[config.mk]
export PLATFORM = sky130hd
export DESIGN_NAME = vga_framebuffer_reader
export DESIGN_NICKNAME = d
export VERILOG_FILES = /design/src/rtl/vga_fb_pkg.sv /design/src/rtl/vga_timing_gen.sv /design/src/rtl/vga_framebuffer_reader.sv
export SDC_FILE = /design/constraint.sdc
export NUM_CORES = 1
export LEC_CHECK = 0
export ABC_AREA = 1
export CAP_MARGIN = 15
export CORE_MARGIN = 1
export CORE_UTILIZATION = 50
export DETAILED_ROUTE_END_ITERATION = 8
export PLACE_DENSITY = 0.84
export SYNTH_ARGS = -nofsm -noshare
export SYNTH_HDL_FRONTEND = slang
export SYNTH_HIERARCHICAL = 1
export SYNTH_SLANG_ARGS = --single-unit
[constraint.sdc]
create_clock -name clk -period 1.96 [get_ports clk]
set_clock_uncertainty 0.05 [all_clocks]
set_input_delay 0.294 -clock clk [delete_from_list [all_inputs] [get_ports clk]]
set_output_delay 0.294 -clock clk [all_outputs]
set_load 0.02 [all_outputs]
[src/rtl/vga_fb_pkg.sv]
// Shared timing constants, bus types and pixel helpers for the VGA frame-buffer reader.
package vga_fb_pkg;

  localparam int unsigned H_VIS     = 640;
  localparam int unsigned H_FP      = 16;
  localparam int unsigned H_SYNC    = 96;
  localparam int unsigned H_BP      = 48;
  localparam int unsigned V_VIS     = 480;
  localparam int unsigned V_FP      = 10;
  localparam int unsigned V_SYNC    = 2;
  localparam int unsigned V_BP      = 33;
  localparam int unsigned FB_W      = 320;
  localparam int unsigned FB_H      = 240;
  localparam int unsigned FB_ADDR_W = 17;
  localparam int unsigned FB_DATA_W = 16;
  localparam int unsigned CNT_W     = 10;
  localparam int unsigned COL_W     = 4;

  typedef struct packed {
    logic hs_n;
    logic vs_n;
    logic vis;
  } vga_ctrl_t;

  typedef struct packed {
    logic [COL_W-1:0] r;
    logic [COL_W-1:0] g;
    logic [COL_W-1:0] b;
  } rgb444_t;

  localparam vga_ctrl_t CTRL_IDLE = '{hs_n: 1'b1, vs_n: 1'b1, vis: 1'b0};

  // Keep the top nibble of each RGB565 field.
  function automatic rgb444_t rgb565_to_444(input logic [FB_DATA_W-1:0] px);
    rgb444_t c;
    c.r = COL_W'(px >> 12);
    c.g = COL_W'(px >> 7);
    c.b = COL_W'(px >> 1);
    return c;
  endfunction

  // (y/2)*320 + x/2 built from shifts; 239*320+319 = 76799 fits in 17 bits.
  function automatic logic [FB_ADDR_W-1:0] fb_addr(input logic [CNT_W-1:0] x,
                                                   input logic [CNT_W-1:0] y);
    logic [FB_ADDR_W-1:0] row;
    row = FB_ADDR_W'(y >> 1);
    return (row << 8) + (row << 6) + FB_ADDR_W'(x >> 1);
  endfunction

endpackage

[src/rtl/vga_timing_gen.sv]
// Pixel/line counters with raw (unpipelined) sync, visible flag and frame-wrap pulse.
module vga_timing_gen
  import vga_fb_pkg::*;
#(
  parameter int unsigned P_H_VIS  = H_VIS,
  parameter int unsigned P_H_FP   = H_FP,
  parameter int unsigned P_H_SYNC = H_SYNC,
  parameter int unsigned P_H_BP   = H_BP,
  parameter int unsigned P_V_VIS  = V_VIS,
  parameter int unsigned P_V_FP   = V_FP,
  parameter int unsigned P_V_SYNC = V_SYNC,
  parameter int unsigned P_V_BP   = V_BP
) (
  input  logic             clk,
  input  logic             reset,
  input  logic             i_pix_tick,
  output logic [CNT_W-1:0] o_x,
  output logic [CNT_W-1:0] o_y,
  output vga_ctrl_t        o_ctrl_c,
  output logic             o_frame_start_c
);

  localparam int unsigned H_TOT    = P_H_VIS + P_H_FP + P_H_SYNC + P_H_BP;
  localparam int unsigned V_TOT    = P_V_VIS + P_V_FP + P_V_SYNC + P_V_BP;
  localparam int unsigned HS_FIRST = P_H_VIS + P_H_FP;
  localparam int unsigned HS_LAST  = HS_FIRST + P_H_SYNC - 1;
  localparam int unsigned VS_FIRST = P_V_VIS + P_V_FP;
  localparam int unsigned VS_LAST  = VS_FIRST + P_V_SYNC - 1;

  logic [CNT_W-1:0] r_x;
  logic [CNT_W-1:0] r_y;
  logic             w_x_wrap;
  logic             w_y_wrap;

  assign w_x_wrap = (r_x == CNT_W'(H_TOT - 1));
  assign w_y_wrap = (r_y == CNT_W'(V_TOT - 1));

  always_ff @(posedge clk or posedge reset) begin
    if (reset) begin
      r_x <= '0;
      r_y <= '0;
    end else if (i_pix_tick) begin
      if (w_x_wrap) begin
        r_x <= '0;
        r_y <= w_y_wrap ? '0 : r_y + 1'b1;
      end else begin
        r_x <= r_x + 1'b1;
      end
    end
  end

  always_comb begin
    o_ctrl_c      = CTRL_IDLE;
    o_ctrl_c.hs_n = !((r_x >= CNT_W'(HS_FIRST)) && (r_x <= CNT_W'(HS_LAST)));
    o_ctrl_c.vs_n = !((r_y >= CNT_W'(VS_FIRST)) && (r_y <= CNT_W'(VS_LAST)));
    o_ctrl_c.vis  = (r_x < CNT_W'(P_H_VIS)) && (r_y < CNT_W'(P_V_VIS));
  end

  assign o_x             = r_x;
  assign o_y             = r_y;
  assign o_frame_start_c = i_pix_tick & w_x_wrap & w_y_wrap;

endmodule

[src/rtl/vga_framebuffer_reader.sv]
// 640x480 VGA scan-out of a 320x240 RGB565 frame buffer with 2x pixel doubling.
module vga_framebuffer_reader
  import vga_fb_pkg::*;
#(
  parameter int unsigned P_H_VIS  = H_VIS,
  parameter int unsigned P_H_FP   = H_FP,
  parameter int unsigned P_H_SYNC = H_SYNC,
  parameter int unsigned P_H_BP   = H_BP,
  parameter int unsigned P_V_VIS  = V_VIS,
  parameter int unsigned P_V_FP   = V_FP,
  parameter int unsigned P_V_SYNC = V_SYNC,
  parameter int unsigned P_V_BP   = V_BP
) (
  input  logic                 clk,
  input  logic                 reset,
  input  logic                 pix_tick,
  output logic [FB_ADDR_W-1:0] rAddr,
  input  logic [FB_DATA_W-1:0] rData,
  output logic                 hsync,
  output logic                 vsync,
  output logic                 de,
  output logic [COL_W-1:0]     red,
  output logic [COL_W-1:0]     green,
  output logic [COL_W-1:0]     blue,
  output logic                 frame_start
);

  logic [CNT_W-1:0]     w_x;
  logic [CNT_W-1:0]     w_y;
  vga_ctrl_t            w_ctrl_c;
  logic                 w_frame_start_c;
  vga_ctrl_t            r_ctrl_s0;
  vga_ctrl_t            r_ctrl_s1;
  logic                 r_tick_d;
  logic [FB_DATA_W-1:0] r_word;
  logic [FB_DATA_W-1:0] w_word;
  rgb444_t              w_rgb;

  vga_timing_gen #(
    .P_H_VIS (P_H_VIS),
    .P_H_FP  (P_H_FP),
    .P_H_SYNC(P_H_SYNC),
    .P_H_BP  (P_H_BP),
    .P_V_VIS (P_V_VIS),
    .P_V_FP  (P_V_FP),
    .P_V_SYNC(P_V_SYNC),
    .P_V_BP  (P_V_BP)
  ) u_timing (
    .clk            (clk),
    .reset          (reset),
    .i_pix_tick     (pix_tick),
    .o_x            (w_x),
    .o_y            (w_y),
    .o_ctrl_c       (w_ctrl_c),
    .o_frame_start_c(w_frame_start_c)
  );

  // The RAM word for the previous stage-0 address is on rData one clk after that tick;
  // r_word keeps it for sparse ticks, while back-to-back ticks take rData directly.
  assign w_word = r_tick_d ? rData : r_word;
  assign w_rgb  = r_ctrl_s1.vis ? rgb565_to_444(w_word) : '0;

  always_ff @(posedge clk or posedge reset) begin
    if (reset) begin
      rAddr     <= '0;
      r_ctrl_s0 <= CTRL_IDLE;
      r_ctrl_s1 <= CTRL_IDLE;
      r_tick_d  <= 1'b0;
      r_word    <= '0;
      hsync     <= 1'b1;
      vsync     <= 1'b1;
      de        <= 1'b0;
      red       <= '0;
      green     <= '0;
      blue      <= '0;
    end else begin
      r_tick_d <= pix_tick;
      if (r_tick_d) begin
        r_word <= rData;
      end
      if (pix_tick) begin
        if (w_ctrl_c.vis) begin
          rAddr <= fb_addr(w_x, w_y);
        end
        r_ctrl_s0 <= w_ctrl_c;
        r_ctrl_s1 <= r_ctrl_s0;
        hsync     <= r_ctrl_s1.hs_n;
        vsync     <= r_ctrl_s1.vs_n;
        de        <= r_ctrl_s1.vis;
        red       <= w_rgb.r;
        green     <= w_rgb.g;
        blue      <= w_rgb.b;
      end
    end
  end

  assign frame_start = w_frame_start_c;

endmodule
## After elaboration in Yosys (flattened, before gate mapping)

Index checks and enable logic that the tools add are counted.

- Input port bits: 19
- Flip-flop bits (word level): 75
- Output and inout bits: 33

- Bitwise operators: 2
- $add $sub $neg: 4
- Muxes and demuxes: 4
- Reduce and logical (&&, ||, !) cells: 7
- Eq/ne operators: 2
- Magnitude comparators: 6

Operators by type and width:

| kind | count |
|---|---|
| 10-bit by 1-bit adder with 10-bit output, second input constant | 2 |
| 10-bit equality test, second input constant | 2 |
| 10-bit two-way mux | 2 |
| 17-bit by 15-bit adder with 17-bit output | 1 |
| 17-bit by 9-bit adder with 17-bit output | 1 |
| 16-bit two-way mux | 1 |
| 12-bit two-way mux | 1 |
| 10-bit >= comparator, second input constant | 1 |
| 10-bit by 9-bit >= comparator with 1-bit output, second input constant | 1 |
| 10-bit <= comparator, second input constant | 1 |
| 10-bit by 9-bit <= comparator with 1-bit output, second input constant | 1 |
| 10-bit < comparator, second input constant | 1 |
| 10-bit by 9-bit < comparator with 1-bit output, second input constant | 1 |
| 2-bit AND reduction | 2 |
| 1-bit logical AND | 3 |
| 1-bit bitwise AND | 2 |
| 1-bit zero test | 2 |

## Logic depth before layout (Yosys ltp)

- Word-level depth: 3
- Mapped depth: 13

## Hierarchy

Netlist, hierarchy kept.

By module, submodules not included:

| module | times used | area an instance (µm²) | cells each |
|---|---|---|---|
| vga_framebuffer_reader | 1 | 2511.2 | 290 |
| vga_timing_gen | 1 | 1236.2 | 166 |

## Worst setup path after synthesis

Ideal clock, no wire load.

- Path type: reg-to-reg
- Start: register u_timing.r_y[1], in the netlist u_timing/o_y[1]
- End: register rAddr[13]
- Arrival time: 1904 ps
- Setup time: 117 ps
- Cell stages (with the launch flop): 11
- Slack: -112 ps
- Period minus slack after synthesis: 2072 ps
- Cells stage by stage: dfrtp_1 > inv_1 > fa_1 > inv_1 > fa_1 > nand2_2 > o21ai_2 > nand2_1 > nand3b_1 > nand3_1 > nand2_1

- Longest elaborated chain between the ends: 3
- Elaborated cells on any way between the ends: 5

RTL lines:

| what | line | source |
|---|---|---|
| start, declared | vga_timing_gen.sv:31 | `logic [CNT_W-1:0] r_y;` |
| start signal, assigned | vga_timing_gen.sv:45 | `r_y <= w_y_wrap ? '0 : r_y + 1'b1;` |
| parallel branches: the longest is 3 deep, another holds 17-bit by 15-bit adder with 17-bit output | -- |  |
| end signal, assigned | vga_framebuffer_reader.sv:83 | `rAddr <= fb_addr(w_x, w_y);` |
| end, declared | vga_framebuffer_reader.sv:17 | `output logic [FB_ADDR_W-1:0] rAddr,` |

Several ways; the timed one is not identified.
A chain may end at the register's enable or synchronous reset.

## Worst setup path in the final report

- Start: register u_timing.r_y[3], in the netlist u_timing/o_y[3]
- End: register rAddr[9]

Same word-level chain as after synthesis.

==> qor.yml <==
outcome:
  run_status: "finished, violations left"
  failed_checks: "negative setup slack"
cells_and_area:
  drive_gt1_frac: 0.192
  syn2layout_area_growth_pct: 30.5
  utilization: 0.674
  antennaDiodeCount: 0
  nNetsFinal: 589
floorplanning:
  die_h_um: 88.6
  die-area_um2: 7840
  die_w_um: 88.6
  start_util: 0.517
  core_area_um2: 7250
  ioPinCount: 52
  rows: 31
route:
  via_count: 3303
  drtIter0Drc: 148
  postRouteAntennaNets: 0
  vias_per_cell: 5.08
  wl_per_cell_um: 13.6
  drcViolationCount: 0
  wl_um: 8840
  drt_first_pass_iters: 4
power_and_ir_drop:
  power_per_cell_area_nw_per_um2: 824
  p_leak_nw: 2.52
  peakVddDrop_v: 0.000350
setup_path:
  crit_type: "reg2reg"
  endpoint_kind: "register"
  worstPathArrival_ps: 2330
  critPathMaxFanout: 3
  required_ps: 2190
  critPathMaxStageDelay_ps: 540
  critPathSlowestCell: "fa_1"
  path_cells: "inv_2 -> fa_1 -> inv_2 -> fa_2 -> nand2_4 -> buf_4 -> buf_6 -> buf_6 -> nand2_2 -> o21ai_2"
  start_kind: "register"
cts:
  cts_max_level: 3
  cts_tree: "yes"
  numClockSinks: 71
  cts_hold_buf: 0
  numCtsBuffers: 9
  clk_path_buf_depth: 2
  clockRootBuffer: "clkbuf_8"
  clk_pin_slew_ps: 90
  insertion_delay_ps: 350
sta:
  relSlewSlack: 0.687
  finalCriticalPeriod_ps: 2100
  finalHoldViolations: 0
  max_freq_ghz: 0.476
  setup_violations: 8
  period_share: 1.07
  hold_slack_ps: 213
  tightest_slew_ps: 470
  grt_setup_unrepaired: "yes"
  fin_ws_ps: -139
  finalMaxSlewViolations: 0
min_path:
  hold_path_class: "in2async"
logic_synthesis:
  dominantRegCellSynth: "dfrtp_1"
  synth_top_cell_by_area: "dfrtp_1"
  syn_avg_cell_area_um2: 8.22
  synth_cell_types: 34
  yosysWarnings: 6
  synth_seq_cells: 71
  yosys-top-cells-area: "dfrtp_1 43%, nand2_1 15%, ha_1 7.3%"
  netlist.area_leader.share: 0.434
  synthTopCellsByCount: "148 x nand2_1, 65 x dfrtp_1, 56 x inv_1"
  syn_inst: 456
  synth_nets: 499
  synth_sequential_area_ratio: 0.476
  synth-edff-count: 0
  synth.most_common_cell: "nand2_1"
  syn_area_um2: 3750
  async_flop_share: 1.00
global_route:
  grt_overflow: 0
  grt_pass1_vias: 3160
  grt.total_usage: 0.232
  antenna_found_initial: 0
  grt_pass1_wl_um: 13900
  grt_max_degree: 53
run:
  cap_violations: 0
place:
  port_buffers: 47
  dpl.hpwl_um: 6180
  pre_cts_slack_ps: -358
  place_congestion: 0.866
-- worst paths after layout --
| path | startpoint | to | slack (ps) | cells after the start |
|---|---|---|---|---|
| setup / recovery | u_timing/o_y[3]$_DFFE_PP0P_ | rAddr[9]$_DFFE_PP0P_ | -140 | 10 |
| hold / removal | reset | rAddr[5]$_DFFE_PP0P_ | 210 | 2 |
| setup reg to reg | u_timing/o_y[3]$_DFFE_PP0P_ | rAddr[9]$_DFFE_PP0P_ | -140 | 10 |
| hold reg to reg | r_word[9]$_DFF_PP0_ | r_word[9]$_DFF_PP0_ | 430 | 2 |
| max in group asynchronous | reset | vsync$_DFFE_PP1P_ | 1120 | 3 |
| min in group clk | r_word[9]$_DFF_PP0_ | r_word[9]$_DFF_PP0_ | 430 | 2 |
-- layout make-up --
type,count,area (um^2)
Timing Repair Buffer,91,838
Multi-Input combinational cell,315,1740
Inverter,58,219
Clock inverter,7,61.3
Fill cell,553,2360
Tap cell,99,124
Sequential cell,71,1790
Clock buffer,9,124
-- flip-flops by register name, summed over array words and instances, names as in the netlist --
register	cells
red	4
hsync	1
rAddr	17
r_ctrl_s1	3
u_timing/o_y	10
green	4
r_ctrl_s0	3
u_timing/o_x	10
vsync	1
blue	4
r_word	12
r_tick_d	1
de	1
-- per-stage QoR --
| stage | instance area (um^2) | TNS [ps] | std cells | power (mW) |
|---|---|---|---|---|
| 3_5_place_dp | 4570 | -1200 | 626 | 2.89 |
| 3_3_place_gp | 4570 | -497 | 626 | 2.85 |
| 4_1_cts | 4790 | -756 | 645 | 4.03 |
| 5_1_grt | 4890 | -2080 | 650 | 4.23 |
| 2_1_floorplan | 3750 | 0 | 456 | 2.37 |
| 6_report | 4890 | -796 | 650 | 4.03 |
-- where the power goes --
| group | switching [mW] | internal (mW) |
|---|---|---|
| Clock | 0.636 | 0.483 |
| Sequential | 0.127 | 1.68 |
| Combinational | 0.610 | 0.495 |
-- logic make-up after synthesis --
| kind of cell | count (synthesis) | synth area share |
|---|---|---|
| adder cells (fa/ha/maj) | 24 | 0.0841 |
| XOR/XNOR | 12 | 0.0280 |
| flip-flops | 71 | 0.476 |
| AND/OR/NAND/NOR | 242 | 0.277 |
| multiplexers | 3 | 0.00901 |
| buffers and inverters | 70 | 0.0761 |
| AO/OA/AOI/OAI | 34 | 0.0494 |
-- cell usage in the layout (no fill, tap or decap), types with 5 or more instances in the layout --
cell type,n
a21oi_1,8
buf_4,39
clkbuf_8,9
clkdlybuf4s50_1,46
dfrtp_1,64
dfstp_2,6
ha_1,21
inv_1,49
inv_2,8
nand2_1,143
nand2_2,8
nand3_1,37
nand4_1,7
nor2_1,27
nor3_1,5
o21ai_0,19
xor2_1,9
-- worst max-delay path, delay by kind of cell (launching register included) --
family,cells,cell delay [ps]
fa+ha+maj,2,930
flops,1,400
buf+inv,5,390
simple gates,2,130
compound gates,1,120
-- metal layers --
metal	part of all wire	wire length [um]	GRT usage
met4	0.015	136	0.0806
met5	0	0	0
met2	0.52	4630	0.414
met3	0.051	453	0.0597
met1	0.41	3620	0.271
-- repair_timing --
item | 4_1_cts | 5_1_grt
setup endpoints to repair | 9 | 17
resized for setup | 11 | 20
buffers inserted | 3 | 6
pin swaps | 6 | 4
Power figures use the tool's default switching activity.
